$ cat src/rtl/ysyx_040729_exe_mdu.sv
// Iterative RV64M multiply/divide unit for the EXE stage.
// Radix-2 shift-add multiply and restoring shift-subtract divide, one
// iteration per cycle on operand magnitudes; signs are applied at the end.
//
// state  | meaning
// -------+-----------------------------------------------------------
// S_IDLE | waiting for a request; stall is raised combinationally
// S_CALC | iterating, counter counts N..1
// S_DONE | result valid and held until the pipeline advances
module ysyx_040729_exe_mdu #(
  parameter int DATA_WIDTH = 64
) (
  input  logic                  clock,
  input  logic                  reset,
  input  logic                  mdu_req,
  input  logic                  mdu_kill,
  input  logic                  exe_flow,
  input  logic [2:0]            mdu_func3,
  input  logic                  mdu_len_dw,
  input  logic [DATA_WIDTH-1:0] src1,
  input  logic [DATA_WIDTH-1:0] src2,
  output logic                  mdu_busy,
  output logic                  mdu_valid,
  output logic [DATA_WIDTH-1:0] mdu_result
);

  localparam int DW = DATA_WIDTH;
  localparam int CW = $clog2(DW + 1);
  localparam logic [CW-1:0] N_DW = CW'(DW);
  localparam logic [CW-1:0] N_W  = CW'(32);

  typedef enum logic [1:0] {
    S_IDLE = 2'd0,
    S_CALC = 2'd1,
    S_DONE = 2'd2
  } state_e;

  state_e          state_q, state_d;
  logic [CW-1:0]   cnt_q, cnt_d;
  logic [DW-1:0]   result_q, result_d;
  logic            div_q, div_d;
  logic            rsel_q, rsel_d;
  logic            hi_q, hi_d;
  logic            dw_q, dw_d;
  logic            negq_q, negq_d;
  logic            negr_q, negr_d;
  logic [2*DW-1:0] acc_q, acc_d;
  logic [2*DW-1:0] mcand_q, mcand_d;
  logic [DW-1:0]   mplier_q, mplier_d;
  logic [DW-1:0]   quo_q, quo_d;
  logic [DW-1:0]   rem_q, rem_d;
  logic [DW-1:0]   dvs_q, dvs_d;
  logic            busy;

  // Extend the low word to full width, sign- or zero-filling the upper bits.
  function automatic logic [DW-1:0] ext32(input logic [DW-1:0] x, input logic sgn);
    logic [DW-1:0] r;
    r = x;
    for (int i = 32; i < DW; i++) r[i] = sgn & x[31];
    return r;
  endfunction

  // Word ops always deliver a sign-extended 32-bit result.
  function automatic logic [DW-1:0] fin(input logic dw, input logic [DW-1:0] x);
    return dw ? x : ext32(x, 1'b1);
  endfunction

  logic          req_s1, req_s2, neg_a, neg_b, div_zero, div_ovf;
  logic [DW-1:0] opa, opb, mag_a, mag_b, min_neg, spec_res;

  // Request decode: operand signedness, magnitudes and divide special cases.
  always_comb begin
    if (mdu_func3[2]) begin
      req_s1 = ~mdu_func3[0];
      req_s2 = ~mdu_func3[0];
    end else begin
      // any W multiply is MULW, whose low word does not depend on signedness
      req_s1 = ~mdu_len_dw | (mdu_func3[1:0] != 2'b11);
      req_s2 = ~mdu_len_dw | ~mdu_func3[1];
    end
    opa = mdu_len_dw ? src1 : ext32(src1, req_s1);
    opb = mdu_len_dw ? src2 : ext32(src2, req_s2);
    neg_a = req_s1 & opa[DW-1];
    neg_b = req_s2 & opb[DW-1];
    mag_a = neg_a ? -opa : opa;
    mag_b = neg_b ? -opb : opb;
    min_neg = '0;
    min_neg[DW-1] = 1'b1;
    if (!mdu_len_dw) begin
      for (int i = 31; i < DW; i++) min_neg[i] = 1'b1;
    end
    div_zero = (opb == '0);
    div_ovf  = req_s1 & (opa == min_neg) & (&opb);
    if (div_zero) spec_res = mdu_func3[1] ? opa : '1;
    else          spec_res = mdu_func3[1] ? '0  : opa;
    spec_res = fin(mdu_len_dw, spec_res);
  end

  logic [2*DW-1:0] acc_n, prod;
  logic [DW:0]     trial, diff;
  logic [DW-1:0]   rem_n, quo_n, quot, remv, mul_res, div_res, calc_res;

  // One datapath iteration plus the sign fix-up used on the final step.
  always_comb begin
    acc_n = acc_q + (mplier_q[0] ? mcand_q : '0);
    trial = {rem_q, quo_q[DW-1]};
    diff  = trial - {1'b0, dvs_q};
    rem_n = diff[DW] ? trial[DW-1:0] : diff[DW-1:0];
    quo_n = {quo_q[DW-2:0], ~diff[DW]};
    prod    = negq_q ? -acc_n : acc_n;
    mul_res = hi_q ? prod[2*DW-1:DW] : prod[DW-1:0];
    quot    = negq_q ? -quo_n : quo_n;
    remv    = negr_q ? -rem_n : rem_n;
    div_res = rsel_q ? remv : quot;
    calc_res = fin(dw_q, div_q ? div_res : mul_res);
  end

  // Next-state, operand latching and stall generation.
  always_comb begin
    state_d  = state_q;
    cnt_d    = cnt_q;
    result_d = result_q;
    div_d    = div_q;
    rsel_d   = rsel_q;
    hi_d     = hi_q;
    dw_d     = dw_q;
    negq_d   = negq_q;
    negr_d   = negr_q;
    acc_d    = acc_q;
    mcand_d  = mcand_q;
    mplier_d = mplier_q;
    quo_d    = quo_q;
    rem_d    = rem_q;
    dvs_d    = dvs_q;
    busy     = 1'b0;
    case (state_q)
      S_IDLE: begin
        busy = mdu_req;
        if (mdu_req) begin
          div_d    = mdu_func3[2];
          rsel_d   = mdu_func3[1];
          hi_d     = mdu_len_dw & (mdu_func3[1:0] != 2'b00);
          dw_d     = mdu_len_dw;
          negq_d   = neg_a ^ neg_b;
          negr_d   = neg_a;
          acc_d    = '0;
          mcand_d  = {{DW{1'b0}}, mag_a};
          mplier_d = mag_b;
          // word dividends are MSB-aligned so 32 steps leave the quotient low
          quo_d    = mdu_len_dw ? mag_a : (mag_a << (DW - 32));
          rem_d    = '0;
          dvs_d    = mag_b;
          if (mdu_func3[2] && (div_zero || div_ovf)) begin
            result_d = spec_res;
            state_d  = S_DONE;
          end else begin
            cnt_d   = mdu_len_dw ? N_DW : N_W;
            state_d = S_CALC;
          end
        end
      end
      S_CALC: begin
        busy  = 1'b1;
        cnt_d = cnt_q - CW'(1);
        if (div_q) begin
          quo_d = quo_n;
          rem_d = rem_n;
        end else begin
          acc_d    = acc_n;
          mcand_d  = mcand_q << 1;
          mplier_d = mplier_q >> 1;
        end
        if (cnt_q == CW'(1)) begin
          result_d = calc_res;
          state_d  = S_DONE;
        end
      end
      S_DONE: begin
        if (exe_flow) state_d = S_IDLE;
      end
      default: state_d = S_IDLE;
    endcase
    if (mdu_kill) begin
      state_d = S_IDLE;
      cnt_d   = '0;
      busy    = 1'b0;
    end
  end

  // State and datapath registers.
  always_ff @(posedge clock or posedge reset) begin
    if (reset) begin
      state_q  <= S_IDLE;
      cnt_q    <= '0;
      result_q <= '0;
      div_q    <= 1'b0;
      rsel_q   <= 1'b0;
      hi_q     <= 1'b0;
      dw_q     <= 1'b0;
      negq_q   <= 1'b0;
      negr_q   <= 1'b0;
      acc_q    <= '0;
      mcand_q  <= '0;
      mplier_q <= '0;
      quo_q    <= '0;
      rem_q    <= '0;
      dvs_q    <= '0;
    end else begin
      state_q  <= state_d;
      cnt_q    <= cnt_d;
      result_q <= result_d;
      div_q    <= div_d;
      rsel_q   <= rsel_d;
      hi_q     <= hi_d;
      dw_q     <= dw_d;
      negq_q   <= negq_d;
      negr_q   <= negr_d;
      acc_q    <= acc_d;
      mcand_q  <= mcand_d;
      mplier_q <= mplier_d;
      quo_q    <= quo_d;
      rem_q    <= rem_d;
      dvs_q    <= dvs_d;
    end
  end

  // Reset also masks the combinational stall so it drops the instant reset rises.
  assign mdu_busy   = busy & ~reset;
  assign mdu_valid  = (state_q == S_DONE);
  assign mdu_result = mdu_valid ? result_q : '0;

endmodule

$ cat config.mk
export PLATFORM = sky130hd
export DESIGN_NAME = ysyx_040729_exe_mdu
export DESIGN_NICKNAME = d
export VERILOG_FILES = /design/src/rtl/ysyx_040729_exe_mdu.sv
export SDC_FILE = /design/constraint.sdc
export NUM_CORES = 2
export LEC_CHECK = 0
export CAP_MARGIN = 10
export CORE_MARGIN = 2
export CORE_UTILIZATION = 45
export DETAILED_ROUTE_END_ITERATION = 7
export PLACE_DENSITY = 0.72
export RECOVER_POWER = 50
export SLEW_MARGIN = 20
export SYNTH_ARGS = -nofsm -noshare
export SYNTH_HDL_FRONTEND = slang
export SYNTH_SLANG_ARGS = --single-unit
$ cat constraint.sdc
create_clock -name clock -period 28.3 [get_ports clock]
set_clock_uncertainty 0.05 [all_clocks]
set_input_delay 5.66 -clock clock [delete_from_list [all_inputs] [get_ports clock]]
set_output_delay 5.66 -clock clock [all_outputs]
set_load 0.05 [all_outputs]
==> run metrics <==
Synth Area in Adders=under 10%; Leak=approximately 25 nW; Tmin final=17.43 ns; CTS tree=built; final WL=~270000 um; global-route wire length before repair=between 300000 and 400000 um; detailed placement HPWL=~210000 um; CP Class=input pin to async pin; # IOs=203; failing checks=max-capacitance violations, max-slew violations; clk sinks=between 500 and 600; Data arrival, critical path=14.88 ns; WL met1=102000 um; nets=about 7400; vias in the first global route=around 55000; Hold Path Class=flip-flop to flip-flop; post-CTS setup buffer count=0; die width=~350 um; initial DRC count=between 7000 and 8000; reg-to-reg setup timing slack=roughly 16 ns; Mapped Area=around 55000 um2; post-CTS sizing=0; final setup violation count=0; Slew Viols, Final=around 1000; FFs w/ async S/R, synth=between 90% and 100%; DIE AREA=around 120000 um2; core area=120000 um2; Cell Count, Final, Fillers Out=around 9000; Critical Path End Type=async pin; area delta synth->final=11.0%; Crit path max-delay family=buffers and inverters; slew of the pin with the lowest slew margin=~10 ns; Vias=~60000; Cell Chain, Critical Path=dlygate4sd3_1 > clkinvlp_2 > clkbuf_1; Compound-Gate Fraction of Synth Area=between 30% and 40%; Skew-Pair Late Insertion Delay=0.72 ns; WL met2=between 100000 and 150000 um; Synth Warn #=0; design area=between 60000 and 70000 um2; worst path required time=25.75 ns; status=finished, violations left; Crit-path slowest cell=clkbuf_1; Overflow after GRT=0; largest family of logic cells by synthesized area=compound AO/OA/AOI/OAI gates; leading cell types in the layout, fill and taps excluded=nand2_1, o21ai_0, a21oi_1; post-synthesis register bit count=~590; Peak VDD IR=61.1 uV; DR DRC count=0; post-route antenna net violation count=0; Mapped Cells=7119; CP peak stage delay=around 6 ns; die span in y=352 um; Max Root-Sink Buffers=3; Fin. Hold Viols=0; drt via density=6.81; largest net degree at the start of global routing=between 150 and 200; DR top layer=met5; initial antenna violation count=30; CTS buffer count=75; Power Density=60.1 nW/um2; post-route setup slack=~11 ns; Fmax=~0.057 GHz; mux cell area share after synthesis=under 10%; RSZ-0062 raised after global routing=false; met3 WL=23700 um; Critical Path Fanout Max=147; hold_buf cts=0; commonest non-fill, non-tap cell in the layout=nand2_1; WL/cell=between 30 and 40 um; post-placement cell area=57900 um2; mean post-synth cell area=approximately 7.7 um2; gr usage total=about 40%; Slew HR=-569%; worst path buffer plus inverter count=3; First-pass DRT Iterations=6; Unique masters post-synth=about 130; dpl cells=~8600; layout cells sized above 1=roughly 5.6%; cell row count=around 130; initial cell density of the core=about 45%; H-tree Lvls=3; Simple-Gate Fraction of Synth Area=around a quarter; Maximum Capacitance Violations=12; Post-Synth XOR/XNOR Area=6.26%; Setup TNS=0 ns; register area share after synthesis=around 27%; Post-synth EDFFs=0; RePlAce Congestion=approximately 1.1; Clock transition at path regs=0.06 ns; IO Port Bufs=just over 200; startpoint types=input pin; Synth Net Count=between 7000 and 8000; Place WS=between 15 and 20 ns; Synth Flop Type=dfrtp_1; clock root buffer=clkbuf_16; post-route clock period utilization=61.6%
sequential cells by signal (all words and copies together) (netlist names):
register  flops
cnt_q         7
quo_q        64
rsel_q        1
state_q       2
result_q     64
mplier_q     64
hi_q          1
dw_q          1
dvs_q        64
negr_q        1
acc_q       128
mcand_q     128
div_q         1
rem_q        64
negq_q        1
cell type report:
cell class | instances | area, um2
diodes | 19 | 47.5
clock buffers | 96 | 2080
clock inverters | 43 | 567
fillers | 11800 | 59600
inverters | 139 | 523
multi-input cells | 5919 | 37500
flip-flops and latches | 591 | 14800
well taps | 1612 | 2020
repair buffers | 329 | 2970
path summary, 6_finish.rpt:
check | startpoint | end | cells after the start
max in group clock | mdu_req | acc_q[70]$_DFFE_PP0P_ | 8
hold reg to reg | result_q[25]$_DFFE_PP0P_ | result_q[25]$_DFFE_PP0P_ | 1
min in group asynchronous | reset | cnt_q[4]$_DFFE_PP0P_ | 2
setup reg to reg | state_q[0]$_DFFE_PP0P_ | acc_q[70]$_DFFE_PP0P_ | 8
hold / removal | result_q[25]$_DFFE_PP0P_ | result_q[25]$_DFFE_PP0P_ | 1
setup / recovery | reset | hi_q$_DFFE_PP0P_ | 3
power breakdown:
part / switching, W / internal, W
Clock: 0.000461 / 0.000590
Sequential: 0.000148 / 0.000994
Combinational: 0.000983 / 0.000461
Total: 0.00159 / 0.00204
cells by family (layout without fill, tap and decap cells):
logic type                 Yosys count  in the layout
adders and majority gates          253            253
DFF                                591            591
and+or+nand+nor                   2553           2553
other                                0             19
buffers and inverters              609            607
AOI/OAI and AO/OA                 2621           2621
muxes                              104            104
xor gates and xnor gates           388            388
synthesized netlist by cell type (36+ instances only):
cell type | number | area share [%]
a211oi_1 | 91 | 1.3
a21o_1 | 128 | 1.8
a21oi_1 | 622 | 5.7
a221o_1 | 58 | 1.1
a221oi_1 | 38 | 0.61
a22o_1 | 162 | 2.6
a22oi_1 | 127 | 1.7
a31oi_1 | 59 | 0.68
and2_1 | 229 | 2.6
and3_1 | 44 | 0.50
buf_2 | 54 | 0.50
clkbuf_1 | 379 | 2.6
dfrtp_1 | 591 | 27
ha_1 | 199 | 4.6
inv_1 | 136 | 0.94
maj3_1 | 52 | 0.95
mux2i_1 | 93 | 1.7
nand2_1 | 800 | 5.5
nand2b_1 | 38 | 0.44
nand3_1 | 122 | 1.1
nand4_1 | 159 | 1.8
nor2_1 | 561 | 3.9
nor2b_1 | 37 | 0.42
nor3_1 | 186 | 1.7
nor4_1 | 81 | 0.93
o211ai_1 | 80 | 1.1
o21a_1 | 52 | 0.72
o21ai_0 | 703 | 6.5
o31ai_1 | 127 | 1.7
o41ai_1 | 36 | 0.58
or2_2 | 37 | 0.42
or3_1 | 72 | 0.83
or4_1 | 55 | 0.76
xnor2_1 | 214 | 3.4
xor2_1 | 173 | 2.8
stage by stage:
step / util [%] / power, W / hold WS, ns
finish: 50.4 / 0.00364 / 0.422
global route: 50.3 / 0.00377 / 0.437
CTS: 50.4 / 0.00358 / 0.421
detailed placement: 48.2 / 0.00253 / 0.408
global placement: 48.2 / 0.00251 / 0.403
floorplan: - / 0.00200 / 0.385
layer usage:
layer	vias up	global-route usage, %
li1	26600	-
met1	28800	50.6
met2	3402	65.4
met3	799	7.98
met4	24	26.2
met5	-	0
Note: power is estimated with default switching activity, not from simulation.
